[config.mk]
export PLATFORM = sky130hd
export DESIGN_NAME = controle_varredura_servo_flat
export DESIGN_NICKNAME = d
export VERILOG_FILES = /design/src/rtl/controle_varredura_servo_if.sv /design/src/rtl/controle_varredura_servo.sv /design/src/flat_wrapper.sv
export SDC_FILE = /design/constraint.sdc
export NUM_CORES = 1
export LEC_CHECK = 0
export BUFFER_PORTS_ARGS = -buffer_cell sky130_fd_sc_hd__buf_2
export CORE_MARGIN = 1
export CORE_UTILIZATION = 67
export CTS_CLUSTER_SIZE = 40
export DETAILED_ROUTE_END_ITERATION = 16
export PLACE_DENSITY = 0.85
export SYNTH_ARGS = -nofsm -noshare
export SYNTH_HDL_FRONTEND = slang
export SYNTH_SLANG_ARGS = --single-unit
[constraint.sdc]
create_clock -name clock -period 4.76 [get_ports clock]
set_input_delay 0.714 -clock clock [delete_from_list [all_inputs] [get_ports clock]]
set_output_delay 0.714 -clock clock [all_outputs]
set_load 0.02 [all_outputs]
[src/rtl/controle_varredura_servo_if.sv]
// Handshake bundle between the sweep sequencer and the sonar top-level.
//   ligar           : sweep enable level (to sequencer)
//   medida_pronta   : measurement-done pulse (to sequencer)
//   largura         : servo position code for the PWM width select
//   solicita_medida : measurement request pulse
//   em_medida       : high while a measurement is outstanding
//   fim_varredura   : endpoint reached / direction reversed pulse
//   erro_timeout    : measurement timed out pulse
//   db_estado       : debug state code
// slave  = the sequencer side, master = the controller/bench side.
interface controle_varredura_servo_if;
  logic       ligar;
  logic       medida_pronta;
  logic [1:0] largura;
  logic       solicita_medida;
  logic       em_medida;
  logic       fim_varredura;
  logic       erro_timeout;
  logic [2:0] db_estado;

  modport slave (
    input  ligar, medida_pronta,
    output largura, solicita_medida, em_medida, fim_varredura, erro_timeout, db_estado
  );

  modport master (
    output ligar, medida_pronta,
    input  largura, solicita_medida, em_medida, fim_varredura, erro_timeout, db_estado
  );
endinterface

[src/rtl/controle_varredura_servo.sv]
// Servo sweep sequencer. Steps the sonar servo back and forth between
// POS_MIN and POS_MAX; at each position it settles for T_ASSENTA cycles,
// requests one measurement, waits for medida_pronta (or T_TIMEOUT cycles),
// then advances one position.
// Ports:
//   clock : system clock
//   reset : asynchronous active-low reset
//   bus   : handshake bundle (slave side), see controle_varredura_servo_if
// All outputs are registered.
module controle_varredura_servo #(
  parameter int T_ASSENTA = 25000000,
  parameter int T_TIMEOUT = 5000000,
  parameter int POS_MIN   = 0,
  parameter int POS_MAX   = 3
) (
  input logic                         clock,
  input logic                         reset,
  controle_varredura_servo_if.slave   bus
);

  localparam logic [2:0] OCIOSO  = 3'd0;
  localparam logic [2:0] ASSENTA = 3'd1;
  localparam logic [2:0] MEDE    = 3'd2;
  localparam logic [2:0] AVANCA  = 3'd3;

  localparam logic [31:0] ASS_FIM = 32'(T_ASSENTA - 1);
  localparam logic [31:0] TO_FIM  = 32'(T_TIMEOUT - 1);
  localparam logic [1:0]  PMIN    = 2'(POS_MIN);
  localparam logic [1:0]  PMAX    = 2'(POS_MAX);

  logic [2:0]  estado_q, estado_d;
  logic [31:0] cnt_ass_q, cnt_ass_d;
  logic [31:0] cnt_to_q, cnt_to_d;
  logic [1:0]  largura_q, largura_d;
  logic        desce_q, desce_d;     // 1 = sweeping towards POS_MIN
  logic        sol_q, sol_d;
  logic        em_q, em_d;
  logic        fim_q, fim_d;
  logic        erro_q, erro_d;

  always_comb begin
    estado_d  = estado_q;
    cnt_ass_d = cnt_ass_q;
    cnt_to_d  = cnt_to_q;
    largura_d = largura_q;
    desce_d   = desce_q;
    sol_d     = 1'b0;
    em_d      = 1'b0;
    fim_d     = 1'b0;
    erro_d    = 1'b0;
    case (estado_q)
      OCIOSO: begin
        if (bus.ligar) begin
          estado_d  = ASSENTA;
          cnt_ass_d = '0;
        end
      end
      ASSENTA: begin
        if (!bus.ligar) begin
          estado_d  = OCIOSO;
          cnt_ass_d = '0;
        end else if (cnt_ass_q == ASS_FIM) begin
          // outputs are registered, so the request/busy flags are raised
          // on the same edge that enters MEDE
          estado_d  = MEDE;
          cnt_ass_d = '0;
          cnt_to_d  = '0;
          sol_d     = 1'b1;
          em_d      = 1'b1;
        end else begin
          cnt_ass_d = cnt_ass_q + 32'd1;
        end
      end
      MEDE: begin
        // ligar is deliberately ignored: a started measurement always completes.
        // pronta is tested first so it wins over a coincident final count.
        if (bus.medida_pronta) begin
          estado_d = AVANCA;
          cnt_to_d = '0;
        end else if (cnt_to_q == TO_FIM) begin
          estado_d = AVANCA;
          cnt_to_d = '0;
          erro_d   = 1'b1;
        end else begin
          cnt_to_d = cnt_to_q + 32'd1;
          em_d     = 1'b1;
        end
      end
      AVANCA: begin
        if (PMIN == PMAX) begin
          fim_d = 1'b1;
        end else if (!desce_q) begin
          if (largura_q < PMAX) begin
            largura_d = largura_q + 2'd1;
          end else begin
            desce_d   = 1'b1;
            largura_d = largura_q - 2'd1;
            fim_d     = 1'b1;
          end
        end else begin
          if (largura_q > PMIN) begin
            largura_d = largura_q - 2'd1;
          end else begin
            desce_d   = 1'b0;
            largura_d = largura_q + 2'd1;
            fim_d     = 1'b1;
          end
        end
        estado_d  = bus.ligar ? ASSENTA : OCIOSO;
        cnt_ass_d = '0;
      end
      default: estado_d = OCIOSO;
    endcase
  end

  always_ff @(posedge clock or negedge reset) begin
    if (!reset) begin
      estado_q  <= OCIOSO;
      cnt_ass_q <= '0;
      cnt_to_q  <= '0;
      largura_q <= PMIN;
      desce_q   <= 1'b0;
      sol_q     <= 1'b0;
      em_q      <= 1'b0;
      fim_q     <= 1'b0;
      erro_q    <= 1'b0;
    end else begin
      estado_q  <= estado_d;
      cnt_ass_q <= cnt_ass_d;
      cnt_to_q  <= cnt_to_d;
      largura_q <= largura_d;
      desce_q   <= desce_d;
      sol_q     <= sol_d;
      em_q      <= em_d;
      fim_q     <= fim_d;
      erro_q    <= erro_d;
    end
  end

  assign bus.largura         = largura_q;
  assign bus.solicita_medida = sol_q;
  assign bus.em_medida       = em_q;
  assign bus.fim_varredura   = fim_q;
  assign bus.erro_timeout    = erro_q;
  assign bus.db_estado       = estado_q;

endmodule

[src/flat_wrapper.sv]
// flat-port wrapper written by rule: the top's interface ports become plain ports
module controle_varredura_servo_flat 
#(
  parameter int T_ASSENTA = 25000000,
  parameter int T_TIMEOUT = 5000000,
  parameter int POS_MIN   = 0,
  parameter int POS_MAX   = 3
)
  (clock, reset, bus_ligar, bus_medida_pronta, bus_largura, bus_solicita_medida, bus_em_medida, bus_fim_varredura, bus_erro_timeout, bus_db_estado);
  controle_varredura_servo_if bus_i ();
  input logic clock;
  input logic reset;
  input wire logic [$bits(bus_i.ligar)-1:0] bus_ligar;
  input wire logic [$bits(bus_i.medida_pronta)-1:0] bus_medida_pronta;
  output wire logic [$bits(bus_i.largura)-1:0] bus_largura;
  output wire logic [$bits(bus_i.solicita_medida)-1:0] bus_solicita_medida;
  output wire logic [$bits(bus_i.em_medida)-1:0] bus_em_medida;
  output wire logic [$bits(bus_i.fim_varredura)-1:0] bus_fim_varredura;
  output wire logic [$bits(bus_i.erro_timeout)-1:0] bus_erro_timeout;
  output wire logic [$bits(bus_i.db_estado)-1:0] bus_db_estado;
  assign bus_i.ligar = bus_ligar;
  assign bus_i.medida_pronta = bus_medida_pronta;
  assign bus_largura = bus_i.largura;
  assign bus_solicita_medida = bus_i.solicita_medida;
  assign bus_em_medida = bus_i.em_medida;
  assign bus_fim_varredura = bus_i.fim_varredura;
  assign bus_erro_timeout = bus_i.erro_timeout;
  assign bus_db_estado = bus_i.db_estado;
  controle_varredura_servo #(.T_ASSENTA(T_ASSENTA), .T_TIMEOUT(T_TIMEOUT), .POS_MIN(POS_MIN), .POS_MAX(POS_MAX)) u_core (.clock(clock), .reset(reset), .bus(bus_i));
endmodule
==> impl_metrics.ini <==
[route]
first_pass_iters = 5
routedWlPerCell_um = 16.2
drtIter0Drc = 215
vias = 3302
via_per_inst = 6.36
antenna_left = 0
postRouteWirelength_mm = 8.39
post-route-drc-count = 0

[clock_network]
clk_pin_slew_ps = 90
postCtsSetupRepairBufs = 0
numCtsBuffers = 9
cts.sinks = 73
cts.path.max_buffers = 2
cts-root-buf = clkbuf_8
tritoncts = built
htreeDepth = 3
clk_latency_ps = 360
cts_resized = 0
cts_hold_repair.buffers = 0

[placement]
dp_hpwl_mm = 5.45
portBuffers = 11
place_congestion = 0.779

[worst_setup_path]
endpoint_kind = flop
slowest_delay_ps = 660
worst-endpoint-required_ps = 5010
slowest_stage = or2_1
cp_max_fo = 33
cp_cell_sequence = or4_1 -> or4_4 -> nor3_4 -> a31oi_2 -> buf_4 -> or2_1 -> o41ai_1
cp.arrival_ps = 3650
worstSetupPathType = flop to flop
critPathLaunchType = flop

[floorplanning]
start_util_pct = 70.6
io_pins = 13
rows = 27
die_w_um = 78.7
coreArea_mm2 = 0.00557
floorplan.die.height_um = 78.7
fp.dieArea_mm2 = 0.00619

[timing]
worst_clock_skew_ps = 12.8
period_needed_ps = 3410
setup_viol = 0
rsz0062_at_grt = no
max_slew_margin_pct = 22.4
hold_viol_final = 0
worst_slew_pin_slew_ps = 1150
timing.fmax_mhz = 294
setup_tns_ps = 0
timing.final.crit_share_pct = 71.5
drv_slew = 0

[logic_synthesis]
yosys_warnings = 0
synthAdderAreaFrac_pct = 1.91
synthSimpleGateAreaFrac_pct = 26.2
synth_compound_area_share_pct = 15.6
synthMuxAreaShare_pct = 0
synth_edf_count = 0
async_flop_share_pct = 100
syn_area_mm2 = 0.00394
ys.flop_type = dfrtp_1
synth_cells = 433
syn_nets = 443
synth_top_family_by_area = simple AND/OR/NAND/NOR gates
yosysUniqueCellTypes = 43
synth_xor_area_share_pct = 6.67
syn_avg_cell_area_um2 = 9.09
synth_seq_cells = 73
seq_area_frac_synth_pct = 46.4

[power_and_ir_drop]
leakagePower_nw = 1.84
p_int_mw = 1.07
switching_share_pct = 33.2
power.density_mw_per_mm2 = 374
comb_power_share_pct = 21.8
worst_ir_drop_vdd_mv = 0.260
p_clk_share_pct = 35.7
p_switching_uw = 530
pwr-share-seq_pct = 42.5

[finish]
fillers = 406
drive_gt1_share_pct = 8.72
syn_to_final_growth_pct = 8.39
diodes = 0
utilization_pct = 76.6
layout.nets = 452

[grt]
track_usage_pct = 29.8
grt_pass1_vias = 3188
grt_pass1_wl_mm = 14.3
grt_max_degree = 55
antenna_found_initial = 0
overflow = 0

[run]
max-cap-violations = 0

[min_path]
hp-class = input port to asynchronous set/reset pin

[run_status]
status = complete, no violations
==> layout make-up <==
class / instances / area [µm²] / area share (%)
inverter: 10 / 37.5 / 0.880
multi-input combinational: 333 / 2000 / 46.9
timing repair buffer: 15 / 85.1 / 1.99
clock inverter: 5 / 86.3 / 2.02
tap: 72 / 90.1 / 2.11
sequential: 73 / 1830 / 42.8
clock buffer: 11 / 141 / 3.31
==> metrics by stage <==
stage	total power [mW]	setup WS, ps	instances	area, µm²	hold slack (ps)
CTS	1.60	1340	519	4270	293
global placement	1.02	1430	503	4040	475
floorplan	0.938	2070	433	3940	418
finish	1.60	1350	519	4270	282
global route	1.67	1140	519	4270	305
detailed placement	1.04	1380	503	4040	471
==> power by group through the flow <==
stage / combinational, mW / clock, mW / sequential [mW]
global route: 0.393 / 0.595 / 0.682
global placement: 0.335 / 0 / 0.688
finish: 0.348 / 0.570 / 0.678
floorplan: 0.233 / 0 / 0.705
detailed placement: 0.347 / 0 / 0.690
CTS: 0.349 / 0.570 / 0.677
==> metal layers <==
layer	global-route usage (%)	wire length, µm	vias to the layer above
met2	49.9	4140	104
met4	13.7	183	0
li1	-	-	1586
met3	5.93	365	20
met5	0	0	-
met1	37.1	3700	1592
==> cells in the mapped netlist (all sizes together) (7+ instances only) <==
| library cell | count | area [µm²] |
|---|---|---|
| a21oi | 14 | 70.1 |
| a31oi | 8 | 56.3 |
| and2 | 8 | 50.1 |
| and3 | 13 | 81.3 |
| clkbuf | 11 | 41.3 |
| dfrtp | 73 | 1830 |
| inv | 10 | 37.5 |
| nand2 | 36 | 135 |
| nand2b | 7 | 43.8 |
| nand3 | 25 | 125 |
| nand4 | 12 | 75.1 |
| nor2 | 53 | 199 |
| nor3 | 12 | 71.3 |
| o21ai | 42 | 210 |
| o31ai | 19 | 143 |
| or4 | 8 | 63.8 |
| xnor2 | 10 | 87.6 |
| xor2 | 20 | 175 |
==> kinds of logic after synthesis <==
group	Yosys count
xor+xnor	30
fa+ha+maj	6
compound gates	96
buf+inv	27
flops	73
simple gates	200
other cells	1
==> final timing paths <==
path | startpoint | endpoint | cells after the start | slack [ps]
max in group asynchronous | reset | u_core.cnt_to_q[21]$_DFFE_PN0P_ | 2 | 3430
worst max register to register | u_core.cnt_ass_q[25]$_DFFE_PN0P_ | u_core.cnt_to_q[12]$_DFFE_PN0P_ | 7 | 1350
worst max-delay path | u_core.cnt_ass_q[25]$_DFFE_PN0P_ | u_core.cnt_to_q[12]$_DFFE_PN0P_ | 7 | 1350
worst min register to register | u_core.cnt_to_q[31]$_DFFE_PN0P_ | u_core.cnt_to_q[31]$_DFFE_PN0P_ | 1 | 490
worst min-delay path | reset | u_core.bus.fim_varredura$_DFF_PN0_ | 1 | 280
min in group clock | u_core.cnt_to_q[31]$_DFFE_PN0P_ | u_core.cnt_to_q[31]$_DFFE_PN0P_ | 1 | 490
==> placed cells by master, fill, tap and decap left out, drive strengths merged, types with 7 or more instances in the layout <==
cell type  instances
o21ai             42
xor2              20
nand3             25
o31ai             19
xnor2             10
nand4             12
a21oi             14
inv               12
or4                8
buf               15
clkbuf            11
nand2             36
nand2b             7
nor3              12
and3              13
a31oi              8
dfrtp             73
nor2              53
and2               8
==> registers in the layout (all words and copies together), names as in the netlist <==
signal	cells
u_core.bus.db_estado	2
u_core.bus.em_medida	1
u_core.bus.erro_timeout	1
u_core.bus.fim_varredura	1
u_core.bus.largura	2
u_core.bus.solicita_medida	1
u_core.cnt_ass_q	32
u_core.cnt_to_q	32
u_core.desce_q	1
==> critical path, delay by kind of cell, from the launching register on <==
family,cells,cell delay [ps]
buffers and inverters,1,240
AO/OA/AOI/OAI,2,600
AND/OR/NAND/NOR,4,2030
flip-flops,1,420
Power figures use the tool's default switching activity.
